$ cat config.mk
export PLATFORM = sky130hd
export DESIGN_NAME = serial_subtractor
export DESIGN_NICKNAME = d
export VERILOG_FILES = /design/src/rtl/serial_subtractor.sv
export SDC_FILE = /design/constraint.sdc
export NUM_CORES = 1
export LEC_CHECK = 0
export ABC_AREA = 0
export BUFFER_PORTS_ARGS = -buffer_cell sky130_fd_sc_hd__buf_2
export CORE_ASPECT_RATIO = 0.8
export CORE_MARGIN = 4
export CORE_UTILIZATION = 57
export CTS_BUF_LIST = sky130_fd_sc_hd__clkbuf_8
export DETAILED_ROUTE_END_ITERATION = 12
export PLACE_DENSITY_LB_ADDON = 0.3
export SLEW_MARGIN = 20
export SYNTH_ARGS = -nofsm -noshare
export SYNTH_HDL_FRONTEND = slang
export SYNTH_SLANG_ARGS = --single-unit
$ cat constraint.sdc
create_clock -name clk -period 1.94 [get_ports clk]
set_clock_uncertainty 0.15 [all_clocks]
set_input_delay 0 -clock clk [delete_from_list [all_inputs] [get_ports clk]]
set_output_delay 0 -clock clk [all_outputs]
set_load 0.02 [all_outputs]
$ cat src/rtl/serial_subtractor.sv
// -----------------------------------------------------------------------------
// serial_subtractor
//
// Bit-serial two's-complement subtractor. It computes A - B one bit per clock,
// LSB first, using one full-subtractor cell and a registered borrow. A
// start/done handshake controls each operation. The result and its flags are
// held stable until the next operation completes.
//
// Parameters
//   WIDTH     operand / result width in bits (>= 2)
//
// Ports
//   clk       rising-edge clock
//   reset     asynchronous, active-high; clears all state immediately
//   start     request, sampled only while idle
//   op_a      minuend, captured on the accepting edge
//   op_b      subtrahend, captured on the accepting edge
//   busy      high while shifting and during the done cycle
//   done      one-cycle pulse; result valid from this cycle on
//   diff      A - B modulo 2^WIDTH
//   borrow    unsigned borrow (A < B as unsigned)
//   overflow  signed overflow of A - B
// -----------------------------------------------------------------------------
module serial_subtractor #(
  parameter int WIDTH = 8
) (
  input  logic             clk,
  input  logic             reset,
  input  logic             start,
  input  logic [WIDTH-1:0] op_a,
  input  logic [WIDTH-1:0] op_b,
  output logic             busy,
  output logic             done,
  output logic [WIDTH-1:0] diff,
  output logic             borrow,
  output logic             overflow
);

  // The counter must be able to hold WIDTH without wrapping.
  localparam int CW = $clog2(WIDTH + 1);
  localparam logic [CW-1:0] LAST_SHIFT = CW'(WIDTH - 1);

  localparam logic [1:0] S_IDLE  = 2'd0;
  localparam logic [1:0] S_SHIFT = 2'd1;
  localparam logic [1:0] S_DONE  = 2'd2;

  logic [1:0]       r_state;
  logic [WIDTH-1:0] r_a;
  logic [WIDTH-1:0] r_b;
  logic [WIDTH-1:0] r_work;
  logic             r_br;
  logic [CW-1:0]    r_cnt;
  logic             r_a_msb;
  logic             r_b_msb;

  logic [WIDTH-1:0] r_diff;
  logic             r_borrow;
  logic             r_overflow;
  logic             r_busy;
  logic             r_done;

  // Full-subtractor cell operating on the current LSBs and the borrow flop.
  logic             w_a0;
  logic             w_b0;
  logic             w_d;
  logic             w_br_next;
  logic [WIDTH-1:0] w_work_next;
  logic             w_last;

  always_comb begin
    w_a0        = r_a[0];
    w_b0        = r_b[0];
    w_d         = w_a0 ^ w_b0 ^ r_br;
    w_br_next   = (~w_a0 & w_b0) | (~(w_a0 ^ w_b0) & r_br);
    // Each new difference bit enters at the MSB. After WIDTH shifts the
    // first (LSB) bit has reached position 0.
    w_work_next = {w_d, r_work[WIDTH-1:1]};
    w_last      = (r_cnt == LAST_SHIFT);
  end

  always_ff @(posedge clk or posedge reset) begin
    if (reset) begin
      r_state    <= S_IDLE;
      r_a        <= '0;
      r_b        <= '0;
      r_work     <= '0;
      r_br       <= 1'b0;
      r_cnt      <= '0;
      r_a_msb    <= 1'b0;
      r_b_msb    <= 1'b0;
      r_diff     <= '0;
      r_borrow   <= 1'b0;
      r_overflow <= 1'b0;
      r_busy     <= 1'b0;
      r_done     <= 1'b0;
    end else begin
      case (r_state)
        S_IDLE: begin
          r_done <= 1'b0;
          if (start) begin
            r_a     <= op_a;
            r_b     <= op_b;
            r_a_msb <= op_a[WIDTH-1];
            r_b_msb <= op_b[WIDTH-1];
            r_br    <= 1'b0;
            r_cnt   <= '0;
            r_busy  <= 1'b1;
            r_state <= S_SHIFT;
          end
        end

        S_SHIFT: begin
          r_a    <= r_a >> 1;
          r_b    <= r_b >> 1;
          r_work <= w_work_next;
          r_br   <= w_br_next;
          r_cnt  <= r_cnt + 1'b1;
          if (w_last) begin
            // Publish the result. The last difference bit computed is the
            // result MSB, used for the signed overflow test.
            r_diff     <= w_work_next;
            r_borrow   <= w_br_next;
            r_overflow <= (r_a_msb ^ r_b_msb) & (w_d ^ r_a_msb);
            r_done     <= 1'b1;
            r_state    <= S_DONE;
          end
        end

        S_DONE: begin
          // Any start seen here is dropped. The return to idle is unconditional.
          r_done  <= 1'b0;
          r_busy  <= 1'b0;
          r_state <= S_IDLE;
        end

        default: begin
          r_done  <= 1'b0;
          r_busy  <= 1'b0;
          r_state <= S_IDLE;
        end
      endcase
    end
  end

  assign busy     = r_busy;
  assign done     = r_done;
  assign diff     = r_diff;
  assign borrow   = r_borrow;
  assign overflow = r_overflow;

endmodule

==> results.ini, run 1 <==
[run_status]
status=complete, no violations

[global_route]
grt_max_degree=45
grt_pass1_wl_microns=6730
grt_pass1_vias=1388
grt_antenna_before_repair=0
grt_overflow=0
grt_util_all_layers=0.210

[layout]
fin_util=0.748
syn_to_final_growth_pct=24.9
fin_cells=257
final_common_cell=dfrtp_1
layout_common_cells=44 x dfrtp_1, 37 x nand2_1, 30 x buf_2
diodes=0
nNetsFinal=237
layout-drive-gt1-share=0.276

[logic_synthesis]
synth_mux_area_frac=0.0874
synthXorXnorAreaFrac=0
synth_compound_area_frac=0.140
synth_adder_area_share=0.0173
yosysUniqueCellTypes=30
syn_nets=186
yosys_warnings=0
synth_top_family_by_area=compound AO/OA/AOI/OAI gates
synth_cells=165
ys_ff_latch=44
synthTopCellsByArea=dfrtp_1 59%, nand2_1 7.4%, mux2_4 6.4%
yosys.area.top_type_share=0.587
yosysTopAreaCell=dfrtp_1
synth_area_per_cell_sq_um=11.4
ys_seq_area_frac=0.587
synth_area_sq_mm=0.00188
synth_simple_gate_area_frac=0.127

[clocking]
cts_sinks=44
clock_latency_ps=300
clk_pin_slew_ps=90
clk_path_buf_depth=2
cts_buffers=5
cts_max_level=2
clockRootBuffer=clkbuf_8
tritoncts=done

[worst_setup_path]
cp_max_fo=11
crit_type=reg2reg
startpoint_type=flop
worstPathArrival_ps=1800
r2r_start=r_cnt[0]
endpoint_kind=flop
required_ps=1970
r2r_slack_ps=170
crit_start=r_cnt[0]

[timing]
worst_pin_slew_ps=532
finalHoldViolCount=0
fmaxAchievable_mhz=566
finalSetupViolCount=0
timing.hold.ws_ps=38.3
min_period_ps=1770
rsz0062_at_grt=no
slew_headroom=0.645
report.final.slew_viol_count=0
finalCritPeriodShare=0.911
tns_ps=0

[pwr]
p_total_uw=3490
peakVddDrop_mv=1.00
p_sw_frac=0.352
clkPwrFrac=0.195
p_comb_frac=0.364
p_leak_uw=0.00114
p_per_area_mw_per_mm2=1490
p_int_uw=2260
switchingPower_uw=1230
p_seq_frac=0.441

[floorplan]
die_area_sq_mm=0.00428
fp.dieW_microns=72.1
coreArea_sq_mm=0.00313
die_h_microns=59.3
start_util=0.599
rows=18
boundaryPins=31

[detailed_routing]
drtIter0Drc=118
drc=0
firstDrtPassIters=4
vias_per_cell=5.41
ant_nets=0
wl_per_cell_microns=15.2
drt_wl_total_microns=3920
dr_total_vias=1391

[worst_hold_path]
hold_start=op_b[0]
hold_class=in2reg

[run]
max-cap-violations=0

[placed_design]
portBuffers=30
place_congestion=0.823
place_hpwl_microns=2530
dp_cells=233

-- flip-flops by register name, summed over array words and instances, names as in the netlist --
signal,count
busy,1
r_work,7
r_state,2
r_br,1
done,1
r_b_msb,1
r_cnt,4
r_a_msb,1
borrow,1
r_a,8
overflow,1
diff,8
r_b,8
-- critical path, stage by stage, from the launching register on --
cell and delay, ps:
dfrtp_1 420, ha_1 220, and3b_4 220, and2_4 270
mux2_2 350
-- metrics by stage --
step / worst slack (ps) / instance area, sq um
2_1_floorplan: 287 / 1880
3_3_place_gp: 269 / 2070
3_5_place_dp: 203 / 2070
4_1_cts: 188 / 2340
5_1_grt: 95.1 / 2340
6_report: 173 / 2340
-- layout make-up --
type | count | area (sq um)
Fill cell | 213 | 788
Clock inverter | 3 | 38.8
Sequential cell | 44 | 1100
Multi-Input combinational cell | 107 | 698
Inverter | 4 | 15.0
Tap cell | 40 | 50.0
Timing Repair Buffer | 54 | 370
Clock buffer | 5 | 68.8
-- power by group through the flow --
stage	combinational [uW]	clock [uW]	sequential, uW
5_1_grt	1420	731	1590
3_5_place_dp	1250	0	1550
4_1_cts	1290	687	1540
2_1_floorplan	804	0	1620
6_report	1270	680	1540
3_3_place_gp	1200	0	1520
-- logic make-up after synthesis --
logic type      count (synthesis)
simple gates                   52
flops                          44
compound gates                 41
buf+inv                        14
mux                            12
fa+ha+maj                       2
-- repair_timing --
| action | 4_1_cts | 5_1_grt |
|---|---|---|
| hold endpoints to repair | 61 | 0 |
| gates resized for setup | 0 | 0 |
| endpoints found under the setup margin | 0 | 0 |
| hold buffers | 16 | 0 |
| setup buffers | 0 | 0 |
-- worst paths after layout --
path                       endpoint  cells past startpoint
max reg2reg                 diff[6]                      4
max                         diff[6]                      4
max in group asynchronous   diff[6]                      4
min in group asynchronous    r_b[5]                      4
min reg2reg                  r_a[6]                      2
min                          r_b[0]                      4
-- layer usage --
| metal | vias up | part of all wire | wire length [microns] | track usage |
|---|---|---|---|---|
| met5 | - | 0 | 0 | 0 |
| li1 | 665 | - | - | - |
| met4 | 0 | 0.017 | 65 | 0.0724 |
| met2 | 48 | 0.48 | 1900 | 0.322 |
| met3 | 10 | 0.051 | 200 | 0.0492 |
| met1 | 668 | 0.45 | 1750 | 0.298 |
-- synth_stat cells --
| master | count |
|---|---|
| dfrtp_1 | 44 |
| nand2_1 | 37 |
| o21ai_0 | 14 |
| a22oi_1 | 12 |
| mux2_4 | 8 |
| a21oi_1 | 5 |
| buf_2 | 5 |
| inv_1 | 4 |
| nor2_1 | 4 |
| a22o_1 | 3 |
| clkbuf_1 | 3 |
| mux2_2 | 3 |
| nand2b_1 | 3 |
| o22ai_1 | 3 |
| and3b_1 | 2 |
| a22o_2 | 1 |
| a31oi_1 | 1 |
| a41oi_1 | 1 |
| and2_4 | 1 |
| and2b_1 | 1 |
| and3b_4 | 1 |
| buf_12 | 1 |
| clkbuf_2 | 1 |
| fa_1 | 1 |
| ha_1 | 1 |
| mux2i_1 | 1 |
| nand3_1 | 1 |
| nor2b_1 | 1 |
| nor2b_2 | 1 |
| o21bai_1 | 1 |
Power figures use the tool's default switching activity.
==> run 2: changes to the inputs <==
--- a/config.mk
+++ b/config.mk
@@ -7,7 +7,6 @@
 export LEC_CHECK = 0
 export ABC_AREA = 0
 export BUFFER_PORTS_ARGS = -buffer_cell sky130_fd_sc_hd__buf_2
-export CORE_ASPECT_RATIO = 0.8
 export CORE_MARGIN = 4
 export CORE_UTILIZATION = 57
 export CTS_BUF_LIST = sky130_fd_sc_hd__clkbuf_8
==> run 2 against run 1 <==
Compared with the run above: global-route usage is 1.4 points higher; clock power is 0.7% higher; first-iteration DRC count is 11% lower; sequential power hardly changed; hold slack worse by 20 ps; wire length is 3.9% higher; die area is 0.14% lower; register-to-register slack better by 30 ps; final cell count is 2.3% higher; sequential share of layout area is 0.45 points lower; total power hardly changed; cell area is 0.96% higher; largest cell class unchanged.
==> results.ini, run 2 (synthesized netlist as in run 1, its figures left out) <==
[run_status]
status=complete, no violations

[layout]
diodes=0
nNetsFinal=239
syn_to_final_growth_pct=26.1
layout-drive-gt1-share=0.279
fillers=212
final_common_cell=dfrtp_1
layout_common_cells=44 x dfrtp_1, 37 x nand2_1, 30 x buf_2
final_cell_area_sq_mm=0.00236

[worst_hold_path]
hold_start=start
min_delay_worst_endpoint=r_b[0]
hold_class=in2reg
hold_path_depth=4

[worst_setup_path]
crit_type=reg2reg
path_cells=ha_1 > and3b_4 > and2_4 > mux2_2
endpoint_kind=flop
reg2reg_depth=4
required_ps=1980
r2r_start=r_cnt[0]
startpoint_type=flop
r2r-end=diff[6]
crit_path_max_incr_delay_ps=420
r2r_slack_ps=200
critPathSlowestCell=dfrtp_1
worstPathArrival_ps=1770
cp_max_fo=11

[clocking]
clockRootBuffer=clkbuf_8
clk_pin_slew_ps=80
cts_max_level=2
cts_sinks=44
tritoncts=done
clk_path_buf_depth=2
cts.repair.resized=0
cts_buffers=5
clock_latency_ps=290

[floorplan]
coreArea_sq_mm=0.00310
start_util=0.604
fp.dieW_microns=65.4
rows=20
boundaryPins=31
die_area_sq_mm=0.00427
die_h_microns=65.4

[placed_design]
place_hpwl_microns=2570
postPlaceCellArea_sq_mm=0.00209
portBuffers=30
place_congestion=0.752

[pwr]
peakVddDrop_mv=0.837
p_leak_uw=0.00115
p_per_area_mw_per_mm2=1480
p_total_uw=3500

[timing]
slew_headroom=0.610
report.final.slew_viol_count=0
rsz0062_at_grt=no
finalHoldViolCount=0
tns_ps=0
worst_pin_slew_ps=584
finalSetupViolCount=0
fmaxAchievable_mhz=576
finalCritPeriodShare=0.895
min_period_ps=1740

[detailed_routing]
vias_per_cell=5.51
dr_total_vias=1450
wl_per_cell_microns=15.5
firstDrtPassIters=4
drc=0
ant_nets=0
drt_wl_total_microns=4070
drtIter0Drc=105

[global_route]
grt_overflow=0
grt_pass1_vias=1531
grt_max_degree=20
grt_util_all_layers=0.224
grt_pass1_wl_microns=7250
grt_antenna_before_repair=0

[run]
max-cap-violations=0

## run 2: layout make-up
| type | instances | area (sq um) | area share |
|---|---|---|---|
| well taps | 44 | 55.1 | 0.0233 |
| inverters | 4 | 15.0 | 0.00635 |
| multi-input cells | 107 | 698 | 0.295 |
| repair buffers | 56 | 388 | 0.164 |
| clock inverters | 3 | 38.8 | 0.0164 |
| clock buffers | 5 | 68.8 | 0.0291 |
| flip-flops and latches | 44 | 1100 | 0.466 |
## run 2: worst max path at each step
| stage | startpoint | endpoint | slack [ps] | cells after the start |
|---|---|---|---|---|
| CTS | r_a[0] | overflow | 210 | 4 |
| finish | r_cnt[0] | diff[6] | 200 | 4 |
| global route | r_cnt[0] | diff[6] | 150 | 4 |
| detailed placement | r_a[0] | overflow | 210 | 4 |
| global placement | r_a[0] | overflow | 280 | 4 |
| floorplan | r_cnt[0] | diff[0] | 290 | 5 |
## run 2: through the flow
step / instances / setup slack (ps) / hold WS, ps / utilization
finish: 263 / 204 / 17.9 / 0.762
global placement: 238 / 276 / -80.4 / 0.673
CTS: 263 / 211 / 11.5 / 0.762
detailed placement: 238 / 207 / -59.0 / 0.673
floorplan: 165 / 287 / -17.5 / -
global route: 263 / 149 / 77.9 / 0.762
## run 2: worst max-delay path, delay by kind of cell, from the launching register on
kind	cells	cell delay, ps
adders and majority gates	1	210
DFF	1	420
muxes	1	360
and+or+nand+nor	2	480
## run 2: metal layers
layer,wire length (microns),track usage
met5,0,0
met4,82,0.0933
met1,1610,0.261
met3,241,0.0650
met2,2130,0.386
## run 2: power by group
| group | switching (uW) | internal [uW] |
|---|---|---|
| Combinational | 675 | 603 |
| Clock | 308 | 377 |
| Sequential | 250 | 1280 |
## run 2: repair_timing
action / 4_1_cts / 5_1_grt
endpoints found under the setup margin: 0 / 0
endpoints found under the hold margin: 32 / 0
buffers inserted: 0 / 0
hold buffers: 17 / 0
==> run 3: changes to the inputs <==
--- a/config.mk
+++ b/config.mk
@@ -7,8 +7,9 @@
 export LEC_CHECK = 0
 export ABC_AREA = 0
 export BUFFER_PORTS_ARGS = -buffer_cell sky130_fd_sc_hd__buf_2
+export CORE_ASPECT_RATIO = 1.2
 export CORE_MARGIN = 4
-export CORE_UTILIZATION = 57
+export CORE_UTILIZATION = 50
 export CTS_BUF_LIST = sky130_fd_sc_hd__clkbuf_8
 export DETAILED_ROUTE_END_ITERATION = 12
 export PLACE_DENSITY_LB_ADDON = 0.3
==> run 3 against run 2 <==
Compared with the run above: cell area decreased by 1.1%; die area increased by 12%; final cell count grew 1.9%; global-route usage down 5.8 points; hold slack better by 6.5 ps; largest cell class unchanged; sequential power hardly changed; sequential share of layout area rose by 0.50 points; maximum frequency down 0.33%; critical path depth unchanged; wire length shrank 9.6%; combinational power about the same; critical path type unchanged; highest routed layer unchanged; via count is 5.0% lower.
==> results.ini, run 3 (synthesized netlist as in run 1, its figures left out) <==
[timing]
fmaxAchievable_mhz=574
slew_headroom=0.617
layout_setup_ws_ps=198
min_period_ps=1740
finalHoldViolCount=0
worst_pin_slew_ps=574
rsz0062_at_grt=no
finalSetupViolCount=0
tns_ps=0
finalCritPeriodShare=0.898
report.final.slew_viol_count=0

[layout]
fillers=271
fin_cells=268
layout_common_cells=44 x dfrtp_1, 37 x nand2_1, 30 x buf_2
syn_to_final_growth_pct=24.7
layout-drive-gt1-share=0.278
final_common_cell=dfrtp_1
diodes=0
nNetsFinal=236

[detailed_routing]
drtIter0Drc=52
dr_total_vias=1378
wl_per_cell_microns=13.7
ant_nets=0
firstDrtPassIters=4
drc=0
vias_per_cell=5.14
drt_wl_total_microns=3680

[global_route]
grt_pass1_vias=1357
grt_max_degree=45
grt_overflow=0
grt_pass1_wl_microns=6120
grt_antenna_before_repair=0
grt_util_all_layers=0.166

[worst_setup_path]
critPathSlowestCell=fa_1
startpoint_type=flop
worstPathArrival_ps=1770
path_cells=fa_1 > nand2b_1 > o22ai_1 > mux2_4
cp_max_fo=4
crit_path_max_incr_delay_ps=610
r2r_start=r_a[0]
endpoint_kind=flop
required_ps=1970
r2r_slack_ps=200
r2r-end=overflow
reg2reg_depth=4
crit_type=reg2reg

[placed_design]
preCtsSetupSlack_ps=213
place_hpwl_microns=2530
dp_cells=244
place_congestion=0.743
portBuffers=30

[pwr]
p_total_uw=3380
peakVddDrop_mv=0.692
p_per_area_mw_per_mm2=1450
p_leak_uw=0.00112

[clocking]
cts_max_level=2
cts_sinks=44
clk_path_buf_depth=2
clock_latency_ps=300
hold_buffers=16
cts.repair.resized=0
clockRootBuffer=clkbuf_8
cts_buffers=5
clk_pin_slew_ps=80
tritoncts=done
post_cts_buffers=0

[floorplan]
die_h_microns=75.1
die_area_sq_mm=0.00480
start_util=0.516
boundaryPins=31
coreArea_sq_mm=0.00363
rows=24
fp.dieW_microns=63.9

[run]
max-cap-violations=0

[worst_hold_path]
hold_path_depth=4
hold_class=in2reg
hold_start=op_b[6]
min_delay_worst_endpoint=r_b[6]

[run_status]
status=complete, no violations

[run 3: cell count changes in the layout (fill, tap and decap cells not counted), sizes merged]
cell | before | now
inv | 5 | 4
clkinv | 1 | 0
clkinvlp | 0 | 2
dlygate4sd3 | 17 | 16
clkbuf | 5 | 6
bufinv | 1 | 0
buf | 39 | 37
[run 3: report_power, final]
part,leakage (uW),internal [uW],switching [uW]
clock network,0.0000434,288,312
logic,0.000522,593,665
registers,0.000559,1280,242
total,0.00112,2160,1220
[run 3: area by class of cell]
type	count	area, sq um	share of cell area
Clock inverter	2	15.0	0.00642
Timing Repair Buffer	53	363	0.155
Tap cell	52	65.1	0.0278
Clock buffer	6	82.6	0.0353
Multi-Input combinational cell	107	698	0.298
Inverter	4	15.0	0.00642
Sequential cell	44	1100	0.471
[run 3: worst max path at each step]
stage / startpoint / endpoint / slack (ps) / depth (start not counted)
global placement: r_a[0] / overflow / 270 / 4
CTS: r_a[0] / overflow / 200 / 4
detailed placement: r_a[0] / overflow / 210 / 4
floorplan: r_cnt[0] / diff[0] / 290 / 5
global route: r_cnt[0] / diff[6] / 140 / 4
finish: r_a[0] / overflow / 200 / 4
[run 3: through the flow]
| step | utilization | hold WS [ps] | instance area, sq um |
|---|---|---|---|
| after floorplan | - | -17.5 | 1880 |
| after global placement | 0.573 | 8.70 | 2080 |
| after detailed placement | 0.573 | 21.2 | 2080 |
| after CTS | 0.644 | 17.0 | 2340 |
| after global routing | 0.644 | 36.2 | 2340 |
| final | 0.644 | 24.4 | 2340 |
[run 3: critical path: cells and delay by family (launching register included)]
family,cells,cell delay (ps)
multiplexers,1,260
flip-flops,1,410
AND/OR/NAND/NOR,1,130
AO/OA/AOI/OAI,1,80
adder cells (fa/ha/maj),1,610
[run 3: routing by layer]
metal  part of all wire  wire length, microns  GRT usage
met1               0.42                  1550      0.177
met2               0.52                  1900      0.315
met3              0.047                   173     0.0433
met4              0.016                    59     0.0647
met5                  0                     0          0
